**src/rtl/me_search_sequencer.sv**
```systemverilog
// Motion-estimator search sequencer: issues one ME search per macroblock, checks the start/completed handshake,
// and queues results in a FWFT FIFO. Optional frame SAD accumulator enabled by ME_SEQ_SAD_ACCUM_EN.
module me_search_sequencer #(
    parameter int NUM_BLOCKS    = 16,
    parameter int SEARCH_CYCLES = 4112,
    parameter int TIMEOUT       = 64,
    parameter int FIFO_DEPTH    = 4,
    localparam int IDX_W = (NUM_BLOCKS > 1) ? $clog2(NUM_BLOCKS) : 1
) (
    input  logic             clock,
    input  logic             reset_n,
    input  logic             frame_go,
    output logic             frame_busy,
    output logic             frame_done,
    output logic             me_start,
    input  logic             me_completed,
    input  logic [7:0]       me_best_dist,
    input  logic [3:0]       me_motion_x,
    input  logic [3:0]       me_motion_y,
    output logic             res_valid,
    input  logic             res_ready,
    output logic [IDX_W+15:0] res_data,
`ifdef ME_SEQ_SAD_ACCUM_EN
    output logic [15:0]      frame_sad,
`endif
    output logic             proto_err,
    output logic             timeout_err
);
    localparam int CNT_MAX = (SEARCH_CYCLES > TIMEOUT) ? SEARCH_CYCLES : TIMEOUT;
    localparam int CNT_W   = $clog2(CNT_MAX + 1);
    localparam int PTR_W   = $clog2(FIFO_DEPTH);
    localparam int FCNT_W  = PTR_W + 1;
    localparam logic [CNT_W-1:0]  SEARCH_LAST  = CNT_W'(SEARCH_CYCLES - 1);
    localparam logic [CNT_W-1:0]  TIMEOUT_LAST = CNT_W'(TIMEOUT - 1);
    localparam logic [IDX_W-1:0]  LAST_BLK     = IDX_W'(NUM_BLOCKS - 1);
    localparam logic [FCNT_W-1:0] FIFO_FULL    = FCNT_W'(FIFO_DEPTH);

    typedef enum logic [2:0] {
        S_IDLE   = 3'd0,
        S_START  = 3'd1,
        S_SETTLE = 3'd2,
        S_WAIT   = 3'd3,
        S_PUSH   = 3'd4,
        S_DONE   = 3'd5
    } state_t;

    state_t              state_r;
    logic [CNT_W-1:0]    cnt_r;
    logic [IDX_W-1:0]    blk_idx_r;
    logic                me_start_r;
    logic                frame_busy_r;
    logic                frame_done_r;
    logic                proto_err_r;
    logic                timeout_err_r;
    logic [7:0]          ent_dist_r;
    logic [3:0]          ent_mx_r;
    logic [3:0]          ent_my_r;
    logic                ent_flag_r;

    logic [IDX_W+15:0]   fifo_mem_r [FIFO_DEPTH];
    logic [PTR_W-1:0]    wr_ptr_r;
    logic [PTR_W-1:0]    rd_ptr_r;
    logic [FCNT_W-1:0]   fifo_cnt_r;
    logic                fifo_full_s;
    logic                push_s;
    logic                pop_s;
    logic [IDX_W+15:0]   entry_s;

    // FIFO handshake decode; a full FIFO holds the FSM in PUSH
    always_comb begin
        fifo_full_s = (fifo_cnt_r == FIFO_FULL);
        entry_s     = {blk_idx_r, ent_flag_r, 3'b000, ent_dist_r, ent_my_r, ent_mx_r};
        if (state_r == S_PUSH) begin
            push_s = !fifo_full_s;
        end else begin
            push_s = 1'b0;
        end
        if (fifo_cnt_r != {FCNT_W{1'b0}}) begin
            pop_s = res_ready;
        end else begin
            pop_s = 1'b0;
        end
    end

    // Search sequencing FSM with registered handshake outputs
    always_ff @(posedge clock or negedge reset_n) begin
        if (!reset_n) begin
            state_r       <= S_IDLE;
            cnt_r         <= '0;
            blk_idx_r     <= '0;
            me_start_r    <= 1'b0;
            frame_busy_r  <= 1'b0;
            frame_done_r  <= 1'b0;
            timeout_err_r <= 1'b0;
            ent_dist_r    <= 8'h00;
            ent_mx_r      <= 4'h0;
            ent_my_r      <= 4'h0;
            ent_flag_r    <= 1'b0;
        end else begin
            frame_done_r <= 1'b0;
            case (state_r)
                S_IDLE: begin
                    if (frame_go) begin
                        blk_idx_r    <= '0;
                        cnt_r        <= '0;
                        me_start_r   <= 1'b1;
                        frame_busy_r <= 1'b1;
                        state_r      <= S_START;
                    end
                end
                S_START: begin
                    if (cnt_r == SEARCH_LAST) begin
                        cnt_r      <= '0;
                        me_start_r <= 1'b0;
                        state_r    <= S_SETTLE;
                    end else begin
                        cnt_r <= cnt_r + CNT_W'(1);
                    end
                end
                S_SETTLE: begin
                    state_r <= S_WAIT;
                end
                S_WAIT: begin
                    if (me_completed) begin
                        ent_dist_r <= me_best_dist;
                        ent_mx_r   <= me_motion_x;
                        ent_my_r   <= me_motion_y;
                        ent_flag_r <= 1'b0;
                        state_r    <= S_PUSH;
                    end else if (cnt_r == TIMEOUT_LAST) begin
                        ent_dist_r    <= 8'hFF;
                        ent_mx_r      <= 4'h0;
                        ent_my_r      <= 4'h0;
                        ent_flag_r    <= 1'b1;
                        timeout_err_r <= 1'b1;
                        state_r       <= S_PUSH;
                    end else begin
                        cnt_r <= cnt_r + CNT_W'(1);
                    end
                end
                S_PUSH: begin
                    if (push_s) begin
                        if (blk_idx_r == LAST_BLK) begin
                            frame_done_r <= 1'b1;
                            state_r      <= S_DONE;
                        end else begin
                            blk_idx_r  <= blk_idx_r + IDX_W'(1);
                            cnt_r      <= '0;
                            me_start_r <= 1'b1;
                            state_r    <= S_START;
                        end
                    end
                end
                S_DONE: begin
                    frame_busy_r <= 1'b0;
                    state_r      <= S_IDLE;
                end
                default: begin
                    me_start_r   <= 1'b0;
                    frame_busy_r <= 1'b0;
                    state_r      <= S_IDLE;
                end
            endcase
        end
    end

    // Sticky check: the ME must not report completion while start is still asserted
    always_ff @(posedge clock or negedge reset_n) begin
        if (!reset_n) begin
            proto_err_r <= 1'b0;
        end else if (me_start_r && me_completed) begin
            proto_err_r <= 1'b1;
        end
    end

    // Result FIFO storage, pointers and occupancy
    always_ff @(posedge clock or negedge reset_n) begin
        if (!reset_n) begin
            for (int i = 0; i < FIFO_DEPTH; i++) begin
                fifo_mem_r[i] <= '0;
            end
            wr_ptr_r   <= '0;
            rd_ptr_r   <= '0;
            fifo_cnt_r <= '0;
        end else begin
            if (push_s) begin
                fifo_mem_r[wr_ptr_r] <= entry_s;
                wr_ptr_r             <= wr_ptr_r + PTR_W'(1);
            end
            if (pop_s) begin
                rd_ptr_r <= rd_ptr_r + PTR_W'(1);
            end
            case ({push_s, pop_s})
                2'b10:   fifo_cnt_r <= fifo_cnt_r + FCNT_W'(1);
                2'b01:   fifo_cnt_r <= fifo_cnt_r - FCNT_W'(1);
                default: fifo_cnt_r <= fifo_cnt_r;
            endcase
        end
    end

`ifdef ME_SEQ_SAD_ACCUM_EN
    logic [15:0] frame_sad_r;
    logic [16:0] sad_sum_s;

    // Saturating sum of every pushed best_dist, including timeout entries
    always_comb begin
        sad_sum_s = {1'b0, frame_sad_r} + {9'b0_0000_0000, ent_dist_r};
    end

    // Frame SAD accumulator, cleared on frame acceptance
    always_ff @(posedge clock or negedge reset_n) begin
        if (!reset_n) begin
            frame_sad_r <= 16'h0000;
        end else if ((state_r == S_IDLE) && frame_go) begin
            frame_sad_r <= 16'h0000;
        end else if (push_s) begin
            frame_sad_r <= sad_sum_s[16] ? 16'hFFFF : sad_sum_s[15:0];
        end
    end

    assign frame_sad = frame_sad_r;
`endif

    assign me_start    = me_start_r;
    assign frame_busy  = frame_busy_r;
    assign frame_done  = frame_done_r;
    assign proto_err   = proto_err_r;
    assign timeout_err = timeout_err_r;
    assign res_valid   = (fifo_cnt_r != {FCNT_W{1'b0}});
    assign res_data    = fifo_mem_r[rd_ptr_r];
endmodule
```
**config.mk**
```make
export PLATFORM = sky130hd
export DESIGN_NAME = me_search_sequencer
export DESIGN_NICKNAME = d
export VERILOG_FILES = /design/src/rtl/me_search_sequencer.sv
export SDC_FILE = /design/constraint.sdc
export NUM_CORES = 1
export LEC_CHECK = 0
export BUFFER_PORTS_ARGS = -buffer_cell sky130_fd_sc_hd__buf_2
export CORE_ASPECT_RATIO = 0.9
export CORE_MARGIN = 2
export CORE_UTILIZATION = 38
export CTS_CLUSTER_DIAMETER = 100
export DETAILED_ROUTE_END_ITERATION = 7
export GPL_TIMING_DRIVEN = 0
export SETUP_SLACK_MARGIN = 0.2
export SLEW_MARGIN = 10
export SYNTH_ARGS = -nofsm -noshare
export SYNTH_HDL_FRONTEND = slang
export SYNTH_SLANG_ARGS = --single-unit
```
**constraint.sdc**
```tcl
create_clock -name clock -period 2.9 [get_ports clock]
set_input_delay 0.435 -clock clock [delete_from_list [all_inputs] [get_ports clock]]
set_output_delay 0.435 -clock clock [all_outputs]
set_load 0.02 [all_outputs]
```
### Word level (Yosys, flattened, before mapping)

Cells that the tools add are included.

* input port bits: 21
* register bits: 129
* word-level logic and storage cells: 112
* output and inout bits: 26

* reduce and logical (&&, ||, !) cells: 18
* muxes and demuxes: 43
* add/sub/neg operators: 6
* bitwise gates (word level): 5
* eq/ne operators: 18
* magnitude comparators: 3

Operator list (count)
* bitwise mux 80 bit: 1
* two-way mux 13 bit: 6
* two-way mux 20 bit: 3
* one-hot mux 13 bit (4 select lines): 1
* binary-select mux 20 bit (select 2 bit): 1
* demux 20 bit (select 2 bit): 1
* two-way mux 4 bit: 6
* two-way mux 3 bit: 6
* two-way mux 8 bit: 2
* one-hot mux 3 bit (5 select lines): 1
* adder 13 x 1 -> 13 bit (second input constant): 1
* == test 13 bit (second input constant): 1
* == test 13 x 6 -> 1 bit (second input constant): 1
* inequality test 2 bit (second input constant): 6
* two-way mux 1 bit: 11
* == test 3 bit (second input constant): 3
* one-hot mux 4 bit (2 select lines): 1
* AND reduction 4 bit: 2
* == test 3 x 2 -> 1 bit (second input constant): 2
* greater-or-equal comparator 3 bit (second input constant): 2
* NOT 2 -> 3 bit: 2
* one-hot mux 3 bit (2 select lines): 1
* AND reduction 6 bit: 1
* nonzero test 2 bit: 3
* 23 further kinds: 28

### Depth between registers and ports, before layout

* depth in word-level cells: 6
* depth in mapped cells: 11

### Worst setup path after synthesis

No wires, ideal clock.

* path type: register -> register
* start point: register fifo_cnt_r[0]
* end point: register fifo_cnt_r[2]
* arrival time: 1.936 ns
* stages on the path, launching flop included: 10
* path slack: 0.885 ns
* data required time: 2.821 ns
* cells stage by stage: dfrtp_1 -> nor2_1 -> a21oi_4 -> inv_1 -> ha_1 -> inv_1 -> fa_1 -> xor2_1 -> nor2_1 -> xor2_1

* cells in the longest elaborated chain, start to end: 5
* elaborated cells on any way between the ends: 11
* classes of those cells: add/sub: 2; eq/ne: 3; mux: 3; reduce/logical: 3

RTL lines
* start: declaration: line 63 `logic [FCNT_W-1:0] fifo_cnt_r;`
* start signal: assignment: line 194 `2'b10: fifo_cnt_r <= fifo_cnt_r + FCNT_W'(1);`
* start signal: assignment: line 195 `2'b01: fifo_cnt_r <= fifo_cnt_r - FCNT_W'(1);`
* start signal: assignment: line 196 `default: fifo_cnt_r <= fifo_cnt_r;`
* == test 3 bit: line 71 `fifo_full_s = (fifo_cnt_r == FIFO_FULL);`
* logical NOT 1 bit: line 74 `push_s = !fifo_full_s;`
* two-way mux 1 bit: line 73 `if (state_r == S_PUSH) begin`
* == test 2 x 1 -> 1 bit or == test 2 bit (tied branches): line 193 `case ({push_s, pop_s})`
* one-hot mux 3 bit (2 select lines) or nonzero test 2 bit (tied branches)

Several ways; a longest one is shown, not always the timed one.
A chain may end at the register's enable or synchronous reset.

### Worst setup path after layout

* start point: register rd_ptr_r[0]
* end point: output port res_data[12]

* cells in the longest elaborated chain, start to end: 4

RTL lines
* start: declaration: line 62 `logic [PTR_W-1:0] rd_ptr_r;`
* start signal: assignment: line 191 `rd_ptr_r <= rd_ptr_r + PTR_W'(1);`
* NOT 2 -> 3 bit (not written as such): line 230 `assign res_data = fifo_mem_r[rd_ptr_r];`
* binary-select mux 20 bit (select 2 bit): line 230
* two-way mux 20 bit (not written as such) (2 in a row): line 230
* end: declaration: line 22 `output logic [IDX_W+15:0] res_data,`

Every way passes these cells. The select of a mux whose other input is x is not followed.

==> impl_metrics.py <==
metrics = {
    "outcome": {
        "status": "finished with violations",
        "failed_checks": "negative hold slack",
    },
    "die": {
        "start_util": 0.393,
        "io_pins": 47,
        "fp-row-count": 41,
        "die_h_um": 119,
        "die_area_um2": 15600,
        "die_x_um": 132,
        "core_um2": 14200,
    },
    "power_and_ir_drop": {
        "powerDensity_nw_per_um2": 716,
        "power_leakage_nw": 3.27,
        "peakVddDrop_mv": 0.392,
    },
    "cells_and_area": {
        "areaGrowthSynthToFinish_pct": 19.5,
        "num_antenna_cells": 0,
        "layout.nets": 499,
        "final.fill_count": 1292,
        "drive_above_1_share": 0.417,
        "final_core_util": 0.470,
    },
    "critical_path": {
        "r2r-end": "fifo_cnt_r[2]",
        "startpoint_type": "flop",
        "crit_required_ns": 2.47,
        "crit_fanout": 10,
        "path_common_cell": "buf_2",
        "r2r_cells": 9,
        "path_cells": "buf_2 -> buf_4 -> mux4_2 -> buf_2",
        "critPathKind": "flop to primary output",
        "slowest_delay_ns": 0.55,
        "worst-r2r-setup-slack_ns": 0.63,
        "cp.arrival_ns": 2.09,
        "slowest_stage": "mux4_2",
        "regToRegStartpoint": "fifo_cnt_r[0]",
        "cp-end-kind": "primary output",
    },
    "sta": {
        "max_freq_ghz": 0.396,
        "setup_viol": 0,
        "clock_skew_ns": 0.00690,
        "hold_violations": 2,
        "rsz0062_at_grt": "no",
        "setup_tns_ns": 0,
        "drv_slew": 0,
        "fin_crit_ns": 2.52,
        "worst_slack_ns": 0.376,
        "timing.final.crit_share": 0.871,
        "slew_headroom": 0.384,
        "whs_ns": -0.00437,
        "max_slew.worst_pin.slew_ns": 0.921,
    },
    "synthesis": {
        "ys_top_cells_by_area": "dfrtp_1 53%, mux2_2 11%, mux4_2 6.9%",
        "ys_ff_latch": 117,
        "yosysWarningCount": 0,
        "ys_seq_area_frac": 0.526,
        "syn_area_um2": 5570,
        "yosysTopAreaCell": "dfrtp_1",
        "synth_edf_count": 0,
        "synth_top_area_frac": 0.526,
        "synthMostInstantiatedCell": "dfrtp_1",
        "syn_inst": 405,
        "avgSynthCellArea_um2": 13.8,
        "netlist_top_cells_count": "117 x dfrtp_1, 56 x mux2_2, 25 x nand2_1",
        "synth_ff_type": "dfrtp_1",
        "synth_cell_type_count": 68,
        "synthArstFlopShare": 1.00,
    },
    "route": {
        "drt_wl_total_mm": 11.4,
        "avgRoutedWirePerCell_um": 16.8,
        "antenna_left": 0,
        "first_iter_violations": 180,
        "vias": 3485,
        "drc": 0,
        "dr.pass1.iters": 4,
        "avgViaCountPerCell": 5.16,
    },
    "grt": {
        "antenna_found_initial": 0,
        "overflow": 0,
        "grt_pass1_wl_mm": 18.9,
        "grt_pass1_vias": 3598,
        "grt_usage": 0.157,
        "grt_max_degree": 60,
    },
    "placed_design": {
        "gp_congestion": 0.783,
        "post-place-ws_ns": 0.480,
        "dp_hpwl_mm": 7.54,
        "portBuffers": 43,
    },
    "cts": {
        "cts_inserted_buffers": 17,
        "cts_resized": 2,
        "clockRootBuffer": "clkbuf_16",
        "hold_buffers": 0,
        "post_cts_buffers": 0,
        "ctsHtreeMaxLevel": 4,
        "clkTransAtPathRegs_ns": 0.05,
        "clkLatencyLatePin_ns": 0.41,
        "cts_tree": "built",
        "clock_path_buffers": 2,
        "cts.sinks": 117,
    },
    "run": {
        "max-cap-violations": 0,
    },
    "worst_hold_path": {
        "hold_class": "primary input to async pin",
    },
}
## where the power goes
group,internal (mW),switching (mW)
logic,0.396,0.542
registers,1.71,0.0536
clock network,1.36,0.704
total,3.46,1.30
## registers in the layout (all words and copies together) (netlist names), 2 cells and up
name,cells
rd_ptr_r,2
ent_mx_r,4
blk_idx_r,4
cnt_r,13
state_r,3
fifo_cnt_r,3
ent_my_r,4
fifo_mem_r,68
ent_dist_r,8
wr_ptr_r,2
## critical path, delay by kind of cell, from the launching register on
kind | cells | cell delay [ns]
muxes | 1 | 0.55
buffers and inverters | 3 | 0.82
DFF | 1 | 0.31
## cells in the final DEF, fill, tap and decap left out, drive strengths merged, types with 7 or more instances in the layout
master and count:
mux4 17, o21ai 17, buf 59, nand3 9, nor2 13, mux2 68, a22o 11, nand2 30
ha 7, o22a 8, inv 9, clkinv 8, a21oi 11, nor3 11, dfrtp 117, clkbuf 24
## metal layers
metal	share of wire	global-route usage
met1	0.49	0.207
met2	0.47	0.244
met3	0.034	0.0473
met4	0.012	0.0598
met5	0	0
## layout make-up
type                    instances  area [um^2]  share of cell area
flip-flops and latches        117         2930               0.440
multi-input cells             262         2440               0.367
clock buffers                  20          447              0.0671
repair buffers                 44          249              0.0374
well taps                     193          241              0.0363
plain buffers                  19          180              0.0271
clock inverters                11          134              0.0201
inverters                       9         33.8             0.00508
## how the worst max path moves through the flow
| stage | startpoint | to | slack (ns) |
|---|---|---|---|
| floorplan | fifo_cnt_r[0] | fifo_cnt_r[2] | 0.88 |
| global placement | reset_n | blk_idx_r[1] | -0.01 |
| detailed placement | rd_ptr_r[1] | res_data[12] | 0.48 |
| CTS | rd_ptr_r[1] | res_data[12] | 0.27 |
| global route | rd_ptr_r[0] | res_data[12] | 0.21 |
| finish | rd_ptr_r[0] | res_data[12] | 0.38 |
## cell families after synthesis
| kind of cell | count (synthesis) | share of synthesized area |
|---|---|---|
| DFF | 117 | 0.526 |
| xor gates and xnor gates | 7 | 0.0110 |
| and+or+nand+nor | 91 | 0.0993 |
| adders and majority gates | 8 | 0.0193 |
| muxes | 86 | 0.216 |
| buffers and inverters | 28 | 0.0375 |
| AOI/OAI and AO/OA | 67 | 0.0903 |
| other | 1 | 0.000673 |
## through the flow
stage          instance area (um^2)  instances  power [mW]
6_report                       6650        675        4.76
3_3_place_gp                   6030        643        2.71
3_5_place_dp                   6070        644        2.73
5_1_grt                        6650        675        5.00
4_1_cts                        6650        675        4.82
2_1_floorplan                  5580        407        2.49
No activity file was read; power rests on OpenSTA's default activity.
